### config.mk
export PLATFORM = sky130hd
export DESIGN_NAME = led_sequence_player_flat
export DESIGN_NICKNAME = d
export VERILOG_FILES = /design/src/rtl/led_sequence_player_if.sv /design/src/rtl/led_sequence_player.sv /design/src/flat_wrapper.sv
export SDC_FILE = /design/constraint.sdc
export NUM_CORES = 1
export LEC_CHECK = 0
export ABC_AREA = 1
export CORE_MARGIN = 4
export CORE_UTILIZATION = 45
export CTS_CLUSTER_SIZE = 10
export DETAILED_ROUTE_END_ITERATION = 8
export HOLD_SLACK_MARGIN = 0.03
export PLACE_DENSITY = 0.78
export SKIP_LAST_GASP = 1
export SLEW_MARGIN = 20
export SYNTH_ARGS = -nofsm -noshare
export SYNTH_HDL_FRONTEND = slang
export SYNTH_SLANG_ARGS = --single-unit
### constraint.sdc
create_clock -name clk -period 4.35 [get_ports clk]
set_input_delay 0.87 -clock clk [delete_from_list [all_inputs] [get_ports clk]]
set_output_delay 0.87 -clock clk [all_outputs]
set_load 0.005 [all_outputs]
### src/rtl/led_sequence_player_if.sv
// Request/status and sequence-RAM read port of the LED sequence player.
// The slave modport is the player; the master side is the game FSM plus RAM.
interface led_sequence_player_if #(
    parameter int unsigned ADDR_W = 5
) ();
    logic              start;
    logic              abort;
    logic [ADDR_W:0]   len;
    logic [ADDR_W-1:0] rd_addr;
    logic [1:0]        rd_data;
    logic [3:0]        led;
    logic              busy;
    logic              done;

    modport master (
        output start, abort, len, rd_data,
        input  rd_addr, led, busy, done
    );

    modport slave (
        input  start, abort, len, rd_data,
        output rd_addr, led, busy, done
    );
endinterface

### src/rtl/led_sequence_player.sv
// Plays a stored Simon colour sequence as one-hot LED pulses with a dark gap
// between steps, reading colours from a one-cycle-latency sequence RAM.
module led_sequence_player #(
    parameter int unsigned ON_CYCLES  = 8,
    parameter int unsigned OFF_CYCLES = 4,
    parameter int unsigned ADDR_W     = 5
) (
    input logic                  clk,
    input logic                  rst_n,
    led_sequence_player_if.slave bus
);
    localparam int unsigned MAX_CYC = (ON_CYCLES > OFF_CYCLES) ? ON_CYCLES : OFF_CYCLES;
    localparam int unsigned CNT_W   = $clog2(MAX_CYC + 1);

    // Counters run from N-1 down to 0 so a phase lasts exactly N cycles.
    localparam logic [CNT_W-1:0]  ON_LOAD  = CNT_W'(ON_CYCLES - 1);
    localparam logic [CNT_W-1:0]  OFF_LOAD = CNT_W'(OFF_CYCLES - 1);
    localparam logic [CNT_W-1:0]  CNT_ONE  = CNT_W'(1);
    localparam logic [ADDR_W:0]   IDX_ONE  = (ADDR_W + 1)'(1);

    typedef enum logic [2:0] {
        StIdle,
        StAddr,
        StData,
        StOn,
        StOff,
        StDone
    } state_e;

    state_e            r_state;
    state_e            w_state_d;
    logic [ADDR_W:0]   r_idx;
    logic [ADDR_W:0]   w_idx_d;
    logic [ADDR_W:0]   r_len;
    logic [ADDR_W:0]   w_len_d;
    logic [1:0]        r_colour;
    logic [1:0]        w_colour_d;
    logic [CNT_W-1:0]  r_cnt;
    logic [CNT_W-1:0]  w_cnt_d;
    logic              w_busy;

    always_ff @(posedge clk or negedge rst_n) begin
        if (!rst_n) begin
            r_state  <= StIdle;
            r_idx    <= '0;
            r_len    <= '0;
            r_colour <= '0;
            r_cnt    <= '0;
        end else begin
            r_state  <= w_state_d;
            r_idx    <= w_idx_d;
            r_len    <= w_len_d;
            r_colour <= w_colour_d;
            r_cnt    <= w_cnt_d;
        end
    end

    always_comb begin
        w_busy = (r_state == StAddr) || (r_state == StData) ||
                 (r_state == StOn)   || (r_state == StOff);
    end

    always_comb begin
        w_state_d  = r_state;
        w_idx_d    = r_idx;
        w_len_d    = r_len;
        w_colour_d = r_colour;
        w_cnt_d    = r_cnt;

        unique case (r_state)
            StIdle: begin
                if (bus.start) begin
                    if (bus.len != '0) begin
                        w_len_d   = bus.len;
                        w_idx_d   = '0;
                        w_state_d = StAddr;
                    end else begin
                        w_state_d = StDone;
                    end
                end
            end
            StAddr: w_state_d = StData;
            StData: begin
                w_colour_d = bus.rd_data;
                w_cnt_d    = ON_LOAD;
                w_state_d  = StOn;
            end
            StOn: begin
                if (r_cnt == '0) begin
                    w_cnt_d   = OFF_LOAD;
                    w_state_d = StOff;
                end else begin
                    w_cnt_d = r_cnt - CNT_ONE;
                end
            end
            StOff: begin
                if (r_cnt == '0) begin
                    if (r_idx == r_len - IDX_ONE) begin
                        w_state_d = StDone;
                    end else begin
                        w_idx_d   = r_idx + IDX_ONE;
                        w_state_d = StAddr;
                    end
                end else begin
                    w_cnt_d = r_cnt - CNT_ONE;
                end
            end
            StDone:  w_state_d = StIdle;
            default: w_state_d = StIdle;
        endcase

        // Cancel overrides every transition while playing; IDLE and DONE ignore it.
        if (bus.abort && w_busy) begin
            w_state_d = StIdle;
        end
    end

    assign bus.rd_addr = r_idx[ADDR_W-1:0];
    assign bus.led     = (r_state == StOn) ? (4'b0001 << r_colour) : 4'b0000;
    assign bus.busy    = w_busy;
    assign bus.done    = (r_state == StDone);
endmodule

### src/flat_wrapper.sv
// flat-port wrapper written by rule: the top's interface ports become plain ports
module led_sequence_player_flat 
#(
    parameter int unsigned ON_CYCLES  = 8,
    parameter int unsigned OFF_CYCLES = 4,
    parameter int unsigned ADDR_W     = 5
)
  (clk, rst_n, bus_start, bus_abort, bus_len, bus_rd_data, bus_rd_addr, bus_led, bus_busy, bus_done);
  led_sequence_player_if #(.ADDR_W(ADDR_W)) bus_i ();
  input logic clk;
  input logic rst_n;
  input wire logic [$bits(bus_i.start)-1:0] bus_start;
  input wire logic [$bits(bus_i.abort)-1:0] bus_abort;
  input wire logic [$bits(bus_i.len)-1:0] bus_len;
  input wire logic [$bits(bus_i.rd_data)-1:0] bus_rd_data;
  output wire logic [$bits(bus_i.rd_addr)-1:0] bus_rd_addr;
  output wire logic [$bits(bus_i.led)-1:0] bus_led;
  output wire logic [$bits(bus_i.busy)-1:0] bus_busy;
  output wire logic [$bits(bus_i.done)-1:0] bus_done;
  assign bus_i.start = bus_start;
  assign bus_i.abort = bus_abort;
  assign bus_i.len = bus_len;
  assign bus_i.rd_data = bus_rd_data;
  assign bus_rd_addr = bus_i.rd_addr;
  assign bus_led = bus_i.led;
  assign bus_busy = bus_i.busy;
  assign bus_done = bus_i.done;
  led_sequence_player #(.ON_CYCLES(ON_CYCLES), .OFF_CYCLES(OFF_CYCLES), .ADDR_W(ADDR_W)) u_core (.clk(clk), .rst_n(rst_n), .bus(bus_i));
endmodule
==> results.py, run 1 <==
metrics = {
    "clock_tree": {
        "clkLatencyLatePin_ns": 0.31,
        "cts.sink_count": 21,
        "path_clk_slew_ns": 0.12,
        "clockRootBuffer": "clkbuf_4",
        "cts_setup_buffers": 0,
        "cts_tree": "yes",
        "post_cts_resized": 0,
        "clockBufferDepth": 2,
        "htree_levels": 1,
        "cts_made_buffers": 3,
        "ctsHoldBuffers": 0,
    },
    "floorplan": {
        "fp.dieH_um": 65.79,
        "die_w_um": 65.79,
        "initial_core_util": 0.4804,
        "dieArea_sq_um": 4328,
        "core_sq_um": 3128,
        "rows": 20,
        "num_io_pins": 23,
    },
    "timing": {
        "rsz0062_at_grt": "false",
        "timing.slew.headroom": 0.6757,
        "maxSlewViolCount": 0,
        "fin_skew_ns": 0.003502,
        "worst_slew_pin_slew_ns": 0.4865,
        "fmax_ghz": 0.3703,
        "setup_violations": 0,
        "period_share": 0.6207,
        "whs_ns": 0.5001,
        "setup_ws_ns": 1.650,
        "period_minus_slack_ns": 2.700,
        "setup_tns_ns": 0,
        "final-hold-violation-count": 0,
    },
    "detailed_routing": {
        "via_per_inst": 4.836,
        "vias": 1330,
        "drt-total-wl_mm": 3.107,
        "ant_nets": 0,
        "firstDrtPassIters": 4,
        "drtIter0Drc": 100,
        "drcViolationCount": 0,
        "wl_per_cell_um": 11.30,
    },
    "critical_path": {
        "critPathBufInv": 2,
        "cp_max_fo": 7,
        "worstSetupStartpointType": "register",
        "cp_top_family": "buffers and inverters",
        "cpMaxStageDelayCell": "clkdlybuf4s50_1",
        "cp-end-kind": "output pin",
        "worstPathRequired_ns": 3.48,
        "crit_arrival_ns": 1.83,
        "cpPeakStageDelay_ns": 0.53,
        "r2r-start": "u_core.r_len[0]",
        "reg2reg_slack_ns": 2.67,
        "path_cells": "inv_2, nand3_1, nor3_1, clkdlybuf4s50_1",
        "r2r_cells": 13,
        "critical_path_class": "register to output pin",
        "timing.rr.end": "u_core.r_idx[1]",
    },
    "power": {
        "combPwrFrac": 0.527,
        "p_sw_w": 0.0004289,
        "vdd_ir_drop_max_mv": 0.3579,
        "leakage_nw": 0.8884,
        "seqPwrFrac": 0.366,
        "powerDensity_nw_per_um2": 529.8,
        "finalPower_w": 0.0009181,
        "pwr-share-clk": 0.107,
        "p_int_w": 0.0004892,
        "sw_frac_of_total": 0.4672,
    },
    "global_route": {
        "overflow": 0,
        "grt_pass1_wl_mm": 5.568,
        "grt_pass1_vias": 1298,
        "grt_max_degree": 22,
        "grt.total_usage": 0.1645,
        "antenna_found_initial": 0,
    },
    "placement": {
        "place_hpwl_mm": 2.382,
        "portBuffers": 22,
        "pre_cts_ws_ns": 1.987,
        "gp_congestion": 0.8317,
    },
    "synth": {
        "synth_seq_cells": 21,
        "synth_top_area_frac": 0.3497,
        "syn-num-nets": 229,
        "synthTopCellsByArea": "dfrtp_1 (35%), nand2_1 (15%), inv_1 (6.5%)",
        "ys.flop_type": "dfrtp_1",
        "ys_warn_count": 0,
        "seq_area_frac_synth": 0.3497,
        "ys_types": 30,
        "syn_area_sq_um": 1503,
        "yosysTopAreaCell": "dfrtp_1",
        "syn_avg_cell_area_sq_um": 7.055,
        "synth_edf_count": 0,
        "synth_cells": 213,
        "synthArstFlopShare": 1.000,
    },
    "cells_and_area": {
        "area_growth_syn_to_layout_pct": 15.32,
        "utilization": 0.5540,
        "final_common_cell": "nand2_1",
        "mostFrequentLayoutCells": "nand2_1 (60), inv_1 (26), nor2_1 (25)",
        "fillers": 306,
        "num_antenna_cells": 0,
        "drive_above_1_share": 0.07359,
        "finalNetCount": 248,
    },
    "run_status": {
        "status": "finished, final reports clean",
    },
    "job": {
        "drv_cap": 0,
    },
    "worst_hold_path": {
        "worstHoldPathType": "input port to async pin",
    },
}
## cells by family (layout without fill, tap and decap cells)
group / Yosys count / in the layout / share of synthesized area
compound gates: 22 / 22 / 0.09575
simple gates: 123 / 123 / 0.3730
flops: 21 / 21 / 0.3497
xor+xnor: 5 / 5 / 0.02914
fa+ha+maj: 4 / 4 / 0.03331
buf+inv: 38 / 56 / 0.1191
## routing by layer
layer,share of wire,vias up,routed length [um],GRT usage
li1,-,718,-,-
met1,0.47,586,1456,0.2043
met2,0.48,24,1505,0.2753
met3,0.042,2,129,0.04932
met4,0.0055,0,17,0.04404
met5,0,-,0,0
## synth_stat cells (all sizes together), types with 4 or more instances
master	number
dfrtp	21
xor2	4
nor2	26
nand3	16
nand4	9
a21oi	10
nand2	64
o21ai	9
ha	4
inv	30
nor3	5
buf	7
## cell type report
type	instances	area [sq um]	area share
clock buffers	4	26.28	0.01516
inverters	30	112.6	0.06498
multi-input cells	154	798.3	0.4607
flip-flops and latches	21	525.5	0.3032
well taps	44	55.05	0.03177
repair buffers	22	215.2	0.1242
## sequential cells by signal, summed over array words and instances, names as in the netlist
| signal | flops |
|---|---|
| u_core.r_state | 3 |
| u_core.r_cnt | 4 |
| u_core.r_colour | 2 |
| u_core.r_len | 6 |
| u_core.r_idx | 6 |
## power groups by stage
stage          Sequential, W  Clock (W)  Combinational [W]
6_report            0.000336  0.0000979           0.000484
2_1_floorplan       0.000321          0           0.000382
3_5_place_dp        0.000339          0           0.000486
4_1_cts             0.000336   0.000103           0.000489
3_3_place_gp        0.000338          0           0.000476
5_1_grt             0.000348   0.000113           0.000558
## worst max-delay path by stage
stage	startpoint	to	slack (ns)	cells past startpoint
floorplan	u_core.r_state[1]	bus_busy	2.58	4
global placement	u_core.r_state[2]	bus_led[0]	2.02	4
detailed placement	u_core.r_state[2]	bus_led[3]	1.99	4
CTS	u_core.r_state[2]	bus_led[3]	1.61	4
global route	u_core.r_state[2]	bus_led[3]	1.43	4
finish	u_core.r_state[2]	bus_led[3]	1.65	4
## per-stage QoR
stage,cell area (sq um),cells
after floorplan,1503,213
after global placement,1712,271
after detailed placement,1712,271
after CTS,1738,275
after global routing,1733,275
final,1733,275
No activity file was read; power rests on OpenSTA's default activity.
==> inputs of run 2 (changes only) <==
clock period = 2.5 ns   (was 4.35 ns; I/O delays follow)
==> run 2 against run 1 <==
Compared with the run above:
- sequential share of layout area decreased by 0.30 points
- worst hold slack better by 0.023 ns
- sequential power increased by 75%
- die area stayed put
- design area up 1.0%
- clock skew rose by 0.0037 ns
- flip-flop and latch count did not move
- critical path depth unchanged
- non-clock buffer count is 1 higher
- first-iteration DRC count grew 7.0%
- final cell count increased by 0.36%
- via count increased by 3.8%
==> results.py, run 2 (synthesis gave the netlist of run 1 again) <==
metrics = {
    "timing": {
        "maxSlewViolCount": 0,
        "rsz0062_at_grt": "false",
        "setup_violations": 0,
        "setup_ws_ns": 0.2161,
        "period_share": 0.9135,
        "timing.slew.headroom": 0.7222,
        "setup_tns_ns": 0,
        "final-hold-violation-count": 0,
        "period_minus_slack_ns": 2.284,
        "worst_slew_pin_slew_ns": 0.4155,
        "fin_skew_ns": 0.007155,
        "fmax_ghz": 0.4379,
    },
    "clock_tree": {
        "path_clk_slew_ns": 0.12,
        "clockRootBuffer": "clkbuf_4",
        "cts_setup_buffers": 0,
        "ctsHoldBuffers": 0,
        "cts_made_buffers": 3,
        "clkLatencyLatePin_ns": 0.31,
        "cts.sink_count": 21,
        "cts_tree": "yes",
        "htree_levels": 1,
        "post_cts_resized": 0,
        "clockBufferDepth": 2,
    },
    "cells_and_area": {
        "mostFrequentLayoutCells": "nand2_1 (60), inv_1 (26), nor2_1 (25)",
        "fillers": 307,
        "num_antenna_cells": 0,
        "area_growth_syn_to_layout_pct": 16.49,
        "final_area_sq_um": 1750,
        "seqCellArea_sq_um": 525.5,
        "final_common_cell": "nand2_1",
        "multi_input_area_sq_um": 803.3,
        "reg_top3": "u_core.r_idx x6, u_core.r_len x6, u_core.r_cnt x4",
        "finalNetCount": 249,
        "drive_above_1_share": 0.07759,
    },
    "placement": {
        "placed_area_sq_um": 1719,
        "gp_congestion": 0.8278,
        "pre_cts_ws_ns": 0.5044,
        "portBuffers": 22,
        "place_hpwl_mm": 2.345,
    },
    "global_route": {
        "grt.total_usage": 0.1613,
        "grt_pass1_wl_mm": 5.671,
        "antenna_found_initial": 0,
        "grt_pass1_vias": 1329,
        "grt_max_degree": 22,
        "overflow": 0,
    },
    "floorplan": {
        "die_w_um": 65.79,
        "fp.dieH_um": 65.79,
        "dieArea_sq_um": 4328,
        "rows": 20,
        "initial_core_util": 0.4804,
        "core_sq_um": 3128,
        "num_io_pins": 23,
    },
    "critical_path": {
        "critical_path_class": "register to output pin",
        "reg2reg_slack_ns": 0.82,
        "cp_top_family": "buffers and inverters",
        "r2r-start": "u_core.r_len[0]",
        "cp_common_cell": "nand2_4",
        "cpPeakStageDelay_ns": 0.50,
        "cp-end-kind": "output pin",
        "worstPathRequired_ns": 2.00,
        "crit_arrival_ns": 1.78,
        "worstSetupStartpointType": "register",
        "path_cells": "nor2_4, nand2_4, nand2_4, clkdlybuf4s50_1",
        "cpMaxStageDelayCell": "clkdlybuf4s50_1",
        "cp_max_fo": 12,
        "critPathBufInv": 1,
        "r2r_cells": 13,
        "timing.rr.end": "u_core.r_idx[5]",
    },
    "job": {
        "drv_cap": 0,
    },
    "detailed_routing": {
        "wl_per_cell_um": 11.14,
        "vias": 1381,
        "drtIter0Drc": 107,
        "ant_nets": 0,
        "via_per_inst": 5.004,
        "firstDrtPassIters": 4,
        "drt-total-wl_mm": 3.074,
        "drcViolationCount": 0,
    },
    "run_status": {
        "status": "finished, final reports clean",
    },
    "power": {
        "leakage_nw": 0.8944,
        "vdd_ir_drop_max_mv": 0.6181,
        "powerDensity_nw_per_um2": 919.0,
    },
    "worst_hold_path": {
        "worstHoldPathType": "input port to async pin",
    },
}
[run 2: final cells by class]
| cell class | instances | area share |
|---|---|---|
| inverter | 30 | 0.06433 |
| clock buffer | 4 | 0.01501 |
| multi-input combinational | 154 | 0.4589 |
| timing repair buffer | 23 | 0.1301 |
| tap | 44 | 0.03145 |
| sequential | 21 | 0.3002 |
[run 2: metal layers]
| layer | track usage | up-vias | part of all wire |
|---|---|---|---|
| met4 | 0.03886 | 0 | 0.010 |
| met5 | 0 | - | 0 |
| met3 | 0.03912 | 6 | 0.039 |
| met2 | 0.2703 | 27 | 0.48 |
| met1 | 0.2079 | 633 | 0.47 |
| li1 | - | 715 | - |
[run 2: worst max-delay path by stage]
| stage | from | to | slack (ns) | depth (start not counted) |
|---|---|---|---|---|
| final | u_core.r_state[1] | bus_busy | 0.22 | 4 |
| after global routing | u_core.r_state[2] | bus_led[1] | 0.04 | 4 |
| after CTS | u_core.r_state[2] | bus_led[0] | 0.13 | 4 |
| after detailed placement | u_core.r_state[2] | bus_led[0] | 0.50 | 4 |
| after global placement | u_core.r_state[2] | bus_led[0] | 0.55 | 4 |
| after floorplan | u_core.r_len[0] | u_core.r_idx[0] | 1.07 | 13 |
[run 2: through the flow]
stage / total power (W) / util / std cells / hold WS, ns
final: 0.001609 / 0.5596 / 276 / 0.5227
after global placement: 0.001417 / 0.5496 / 272 / 0.5392
after CTS: 0.001613 / 0.5580 / 276 / 0.5251
after floorplan: 0.001224 / - / 213 / 0.2044
after global routing: 0.001789 / 0.5596 / 276 / 0.5327
after detailed placement: 0.001437 / 0.5496 / 272 / 0.5484
[run 2: where the power goes]
group | switching, W | internal [W] | total [W] | leakage (nW)
registers | 0.000137 | 0.000451 | 0.000588 | 0.257
clock network | 0.000108 | 0.0000623 | 0.000170 | 0.0150
logic | 0.000508 | 0.000342 | 0.000850 | 0.623
